==> src/rtl/regfile.sv <==
// 8 x 16-bit register file with two combinational read ports, a general write
// port and a dedicated program-counter (R7) update port.
module regfile #(
   parameter int unsigned WIDTH  = 16,
   parameter int unsigned ADDR_W = 3,
   parameter int unsigned PC_IDX = 7
) (
   input  logic              clk,
   input  logic              rst,
   output logic [WIDTH-1:0]  data_out1,
   output logic [WIDTH-1:0]  data_out2,
   input  logic [WIDTH-1:0]  data_in,
   input  logic [WIDTH-1:0]  R7_in,
   input  logic [ADDR_W-1:0] sr1,
   input  logic [ADDR_W-1:0] sr2,
   input  logic [ADDR_W-1:0] wr,
   input  logic              write_en,
   input  logic              R7_en
);

   localparam int unsigned DEPTH = 2 ** ADDR_W;
   localparam logic [ADDR_W-1:0] PC_ADDR = ADDR_W'(PC_IDX);

   logic [DEPTH-1:0][WIDTH-1:0] regs;

   // The general write is issued after the PC update so a writeback to R7
   // overrides the fetch-stage increment on the same edge.
   always_ff @(posedge clk or negedge rst) begin
      if (!rst) begin
         regs <= '0;
      end else begin
         if (R7_en) begin
            regs[PC_ADDR] <= R7_in;
         end
         if (write_en) begin
            regs[wr] <= data_in;
         end
      end
   end

   // Zero-latency reads; no write-to-read bypass.
   assign data_out1 = regs[sr1];
   assign data_out2 = regs[sr2];

endmodule

==> config.mk <==
export PLATFORM = sky130hd
export DESIGN_NAME = regfile
export DESIGN_NICKNAME = d
export VERILOG_FILES = /design/src/rtl/regfile.sv
export SDC_FILE = /design/constraint.sdc
export NUM_CORES = 1
export LEC_CHECK = 0
export BUFFER_PORTS_ARGS = -buffer_cell sky130_fd_sc_hd__buf_2
export CORE_MARGIN = 5
export CORE_UTILIZATION = 47
export DETAILED_ROUTE_END_ITERATION = 6
export PLACE_DENSITY_LB_ADDON = 0.1
export SYNTH_ARGS = -nofsm -noshare
export SYNTH_HDL_FRONTEND = slang
export SYNTH_SLANG_ARGS = --single-unit
==> constraint.sdc <==
create_clock -name clk -period 2.9 [get_ports clk]
set_input_delay 0.58 -clock clk [delete_from_list [all_inputs] [get_ports clk]]
set_output_delay 0.58 -clock clk [all_outputs]
set_load 0.02 [all_outputs]
After elaboration in Yosys (flattened, before gate mapping)
Cells that the tools add are included.
{"block": "totals", "input_bits": 45, "regBits": 128, "output_inout_bits": 32}
{"block": "classes", "order_cmp": 4, "n_reduce_logical": 1, "mux": 9}
{"operator": "128-bit bitwise mux", "count": 1}
{"operator": "128-bit 2-to-1 mux", "count": 1}
{"operator": "16-bit binary-select mux with 3-bit select", "count": 2}
{"operator": "16-bit 2-to-1 mux", "count": 4}
{"operator": "16-bit demux with 3-bit select", "count": 1}
{"operator": "3-bit by 4-bit less-than comparator with 1-bit output, second input constant", "count": 3}
{"operator": "3-bit by 1-bit >= comparator with 1-bit output, second input constant", "count": 1}
{"operator": "1-bit logical AND", "count": 1}

Depth between registers and ports, before layout
Gate-level depths: netlist (run 1).
{"block": "logic_depth", "word_depth": 6, "depth_mapped": 5, "ltp_nobuf": 2}

Worst setup path after synthesis (run 1)
Ideal clock, no wire load.
{"block": "synth_path", "path_type": "input -> output", "start": "in sr1[0]", "end": "out data_out1[1]", "t_arrival_ns": 1.682, "path_buffers": 2, "setup_slack_ns": 0.638, "stages": 4, "path_cell_list": "buf_6 -> buf_6 -> mux4_1 -> mux2_2"}
{"block": "synth_between", "elab_chain_cells": 2}
{"item": "from (decl)", "line": "14", "source": "input logic [ADDR_W-1:0] sr1,"}
{"item": "16-bit binary-select mux with 3-bit select", "line": "42", "source": "assign data_out1 = regs[sr1];"}
{"item": "16-bit 2-to-1 mux (implied by the code)", "line": "42"}
{"item": "to (decl)", "line": "10", "source": "output logic [WIDTH-1:0] data_out1,"}
Every way passes these cells. The select of a mux whose other input is x is not followed.

Worst setup path after layout (run 1)
{"block": "layout_path", "start": "in sr1[0]", "end": "out data_out1[9]"}
Same word-level chain as after synthesis.

==> results of run 1 <==
[routing by layer]
layer  track usage  vias up  share of wire
met3        0.0438       17          0.033
met2         0.322       73           0.51
met5             0        -              0
met4        0.0646        0          0.014
met1         0.247     2189           0.45
li1              -     1834              -
[power groups by stage]
stage / Clock (mW) / Combinational [mW] / Sequential, mW
2_1_floorplan: 0 / 1.09 / 2.34
3_3_place_gp: 0 / 1.41 / 2.41
4_1_cts: 2.17 / 1.45 / 2.40
5_1_grt: 2.25 / 1.53 / 2.45
6_report: 2.11 / 1.42 / 2.40
3_5_place_dp: 0 / 1.44 / 2.43
[worst max-delay path, delay by kind of cell]
family / cells / cell delay (ns)
mux: 2 / 0.85
buf+inv: 3 / 0.63
[stage by stage]
stage | utilization | instances | area (sq um)
finish | 0.557 | 688 | 8410
global route | 0.557 | 688 | 8410
CTS | 0.557 | 688 | 8410
detailed placement | 0.518 | 657 | 7810
global placement | 0.518 | 657 | 7810
floorplan | - | 411 | 7190
[area by class of cell]
class                   instances  area [sq um]
well taps                     188           235
clock buffers                  26           519
repair buffers                 93           586
fillers                      1223          6680
clock inverters                 5          75.1
multi-input cells             248          3790
flip-flops and latches        128          3200
[cells by family after synthesis]
| family | Yosys count | synth area share |
|---|---|---|
| multiplexers | 240 | 0.505 |
| flip-flops | 128 | 0.445 |
| buffers and inverters | 35 | 0.0343 |
| AND/OR/NAND/NOR | 8 | 0.0155 |
[synthesized netlist by cell type]
cell and count:
mux4_2 8, nand4b_2 3, nor4bb_1 3, buf_2 9
clkbuf_1 2, mux2_2 176, buf_6 12, buf_1 7
nand4_2 1, buf_4 3, nor4b_4 1, clkbuf_2 2
dfrtp_1 128, mux4_1 56
[path summary, 6_finish.rpt]
path | endpoint | slack, ns | cells past startpoint
min reg2reg | flop | 0.52 | 1
min | asynchronous set/reset pin | 0.19 | 1
min in group clk | flop | 0.51 | 2
max reg2reg | regs[116] | 1.86 | 2
max in group asynchronous | asynchronous set/reset pin | 1.95 | 2
max | data_out1[9] | 0.25 | 5
==> metrics.cfg, run 1 <==
[power_and_ir_drop]
p_per_area_mw_per_mm2=706
intPower_mw=4.41
vdd_drop_max_uv=404
clkPwrFrac=0.356
p_sw_frac=0.257
total_power_mw=5.93
total_leakage_power_nw=3.71
p_seq_frac=0.405
power.combinational.fraction=0.239
p_sw_mw=1.53

[sta]
rsz0062_at_grt=no
worst_pin_slew_ns=0.638
hold_viol=0
fin_crit_sh=0.913
setup_viol=0
layout_min_cycle_time_ns=2.65
max_freq_ghz=0.378
slew_viol_final=0
fin_ws_ns=0.252
holdWs_ns=0.187
fin_skew_ns=0
setup_tns_ns=0
slew_headroom=0.574

[yosys]
synth_top_cell_by_area=dfrtp_1
synth_top_area_share=0.445
synth.distinct_cells=14
avgSynthCellArea_sq_um=17.5
synth_seq_cells=128
yosysWarnings=0
synth_area_sq_mm=0.00719
ys_seq_area_frac=0.445
synth_nets=456
synthCells=411
synth_area_leaders=dfrtp_1, mux2_2, mux4_1, mux4_2, buf_6

[critical_path]
path_class=in2out
cpMostUsedCell=buf_2
cp_max_fo=13
endpoint_kind=output pin
arrival_ns=2.07
crit_start=sr1[0]
slowest_stage=mux4_1
crit_required_ns=2.32
critPathLaunchType=input port
cp_slowest_stage_delay_ns=0.58
reg2reg_from=regs[116]
path_cells=buf_2, buf_12, mux4_1, mux2_2, buf_2

[grt]
grt_pass1_wl_um=25600
grt_start_max_net_pins=55
grt_antenna_before_repair=0
grt-ovfl-total=0
grt_pass1_vias=4444
track_usage=0.192

[floorplanning]
core_area_sq_mm=0.0151
rows=45
die-area_sq_mm=0.0179
io_pins=77
initial_utilization=0.477
fp.dieH_um=134
die_w_um=134

[placed_design]
dp_slack_ns=0.232
port_buffers=76
dp_hpwl_um=9980
globalplace.congestion=0.728

[route]
remaining_drc_errors=0
vias_per_cell=5.98
firstDrtPassIters=4
drt-initial-drc-count=155
antenna_left=0
wl_per_cell_um=23.8
routed_wl_um=16400
vias=4113

[final_layout]
final_cell_mix=mux2_2, dfrtp_1, buf_2
final_nets=533
antenna_cells=0
syn_to_final_growth_pct=16.9
layout-drive-gt1-share=0.626
final_common_cell=mux2_2

[clock_tree]
cts_made_buffers=17
postCtsHoldBufs=0
clockBufferDepth=2
tritoncts=yes
cts_max_level=4
cts.sinks=128
cts-root-buf=clkbuf_16
ctsResizeCount=0
clk_latency_ns=0.41
path_clk_slew_ns=0.05
post-cts-setup-buffer-count=0

[worst_hold_path]
hp-class=in2async

[flow_run]
cap_violations=0

[outcome]
status=completed

Power figures use the tool's default switching activity.
==> run 2: changes to the inputs <==
Settings changed: PLACE_DENSITY from default to 0.76, PLACE_DENSITY_LB_ADDON 0.1 to default.
==> run 2 against run 1 <==
Against the previous run: worst setup slack improved by 0.010 ns; critical endpoint is now data_out2[14]; utilization increased by 0.35 points; die area unchanged; final cell count increased by 0.29%; sequential share of layout area decreased by 0.24 points.
==> metrics.cfg, run 2 (synthesis gave the netlist of run 1 again) <==
[power_and_ir_drop]
clkPwrFrac=0.372
vdd_drop_max_uv=526
p_seq_frac=0.394
p_per_area_mw_per_mm2=727
p_sw_mw=1.66
p_sw_frac=0.270
power.combinational.fraction=0.234
intPower_mw=4.49
total_leakage_power_nw=3.72

[route]
vias=4291
vias_per_cell=6.22
antenna_left=0
wl_per_cell_um=25.0
drt-initial-drc-count=247
routed_wl_um=17300
firstDrtPassIters=6
remaining_drc_errors=0

[sta]
rsz0062_at_grt=no
max_freq_ghz=0.379
fin_crit_sh=0.910
worst_pin_slew_ns=0.569
slew_viol_final=0
setup_viol=0
setup_tns_ns=0
layout_min_cycle_time_ns=2.64
fin_ws_ns=0.262
fin_skew_ns=0
hold_viol=0
slew_headroom=0.621

[worst_hold_path]
hp-class=in2async

[clock_tree]
path_clk_slew_ns=0.05
post-cts-setup-buffer-count=0
clockBufferDepth=2
cts.sinks=128
cts_max_level=4
postCtsHoldBufs=0
cts_made_buffers=17
ctsResizeCount=0
cts-root-buf=clkbuf_16
clk_latency_ns=0.42
tritoncts=yes

[final_layout]
antenna_cells=0
fillers=1191
final_area_sq_mm=0.00846
fin_cells=690
final_common_cell=mux2_2
utilization=0.561
syn_to_final_growth_pct=17.6
layout-drive-gt1-share=0.633
final_nets=534
final_cell_mix=mux2_2, dfrtp_1, buf_2

[critical_path]
path_cells=buf_2, buf_12, mux4_1, mux2_2, buf_2
r2r-end=regs[125]
reg2regPathDepth=2
cp_slowest_stage_delay_ns=0.65
path_buf_inv=3
arrival_ns=2.06
slowest_stage=mux4_1
r2r_slack_ns=1.85
crit_family=multiplexers
path_class=in2out
cpMostUsedCell=buf_2
reg2reg_from=regs[125]
critPathLaunchType=input port
cp_max_fo=32
endpoint_kind=output pin
crit_required_ns=2.32

[floorplanning]
die-area_sq_mm=0.0179
core_area_sq_mm=0.0151
rows=45
die_w_um=134
fp.dieH_um=134
initial_utilization=0.477
io_pins=77

[grt]
grt.met1_usage=0.285
grt_pass1_vias=4747
grt_util_met2=0.323
track_usage=0.205
grt_start_max_net_pins=65
met3_usage=0.0529
grt_antenna_before_repair=0
grt_pass1_wl_um=27600
grt-ovfl-total=0
gr-max-usage-layer=met2

[flow_run]
cap_violations=0

[placed_design]
placed_cells=658
dp_slack_ns=0.267
dp_hpwl_um=11100
dpl_cell_area_sq_mm=0.00782
port_buffers=76
globalplace.congestion=0.761

[outcome]
status=completed

[run 2: changes by cell type in the layout (fill, tap and decap cells not counted)]
cell,change
clkbuf_8,-4
clkinvlp_4,+4
clkbuf_1,-3
clkinv_4,+3
bufinv_16,+2
buf_4,+1
clkinv_2,-1
[run 2: through the flow]
stage | total power, mW | hold slack (ns)
2_1_floorplan | 3.43 | 0.284
3_3_place_gp | 3.81 | 0.494
3_5_place_dp | 3.90 | 0.505
4_1_cts | 6.21 | 0.130
5_1_grt | 6.44 | 0.159
6_report | 6.15 | 0.134
[run 2: final cells by class]
cell class | count | area, sq um | share of cell area
clock buffer | 19 | 453 | 0.0535
clock inverter | 13 | 186 | 0.0220
multi-input combinational | 248 | 3790 | 0.448
sequential | 128 | 3200 | 0.379
tap | 188 | 235 | 0.0278
timing repair buffer | 94 | 593 | 0.0701
[run 2: worst reg2reg max path: stages, from the launching register on]
cell,delay [ns]
dfrtp_1,0.40
mux2_2,0.27
mux2_2,0.27
[run 2: metal layers]
layer	up-vias	wire length, um	part of all wire
li1	1832	-	-
met1	2300	7670	0.44
met2	137	8400	0.49
met3	22	993	0.057
met4	0	217	0.013
met5	-	0	0
[run 2: power by group through the flow]
stage	combinational (mW)	sequential (mW)	clock (mW)
detailed placement	1.45	2.45	0
global route	1.55	2.47	2.42
global placement	1.41	2.40	0
floorplan	1.09	2.34	0
finish	1.44	2.42	2.29
CTS	1.46	2.42	2.33
[run 2: worst max-delay path by stage]
stage,startpoint,to,slack [ns],cells past startpoint
global placement,sr1[0],data_out1[14],0.29,5
CTS,sr2[0],data_out2[14],0.26,5
detailed placement,sr2[0],data_out2[14],0.27,5
global route,sr2[0],data_out2[14],0.21,5
finish,sr2[0],data_out2[14],0.26,5
floorplan,sr1[0],data_out1[1],0.64,4
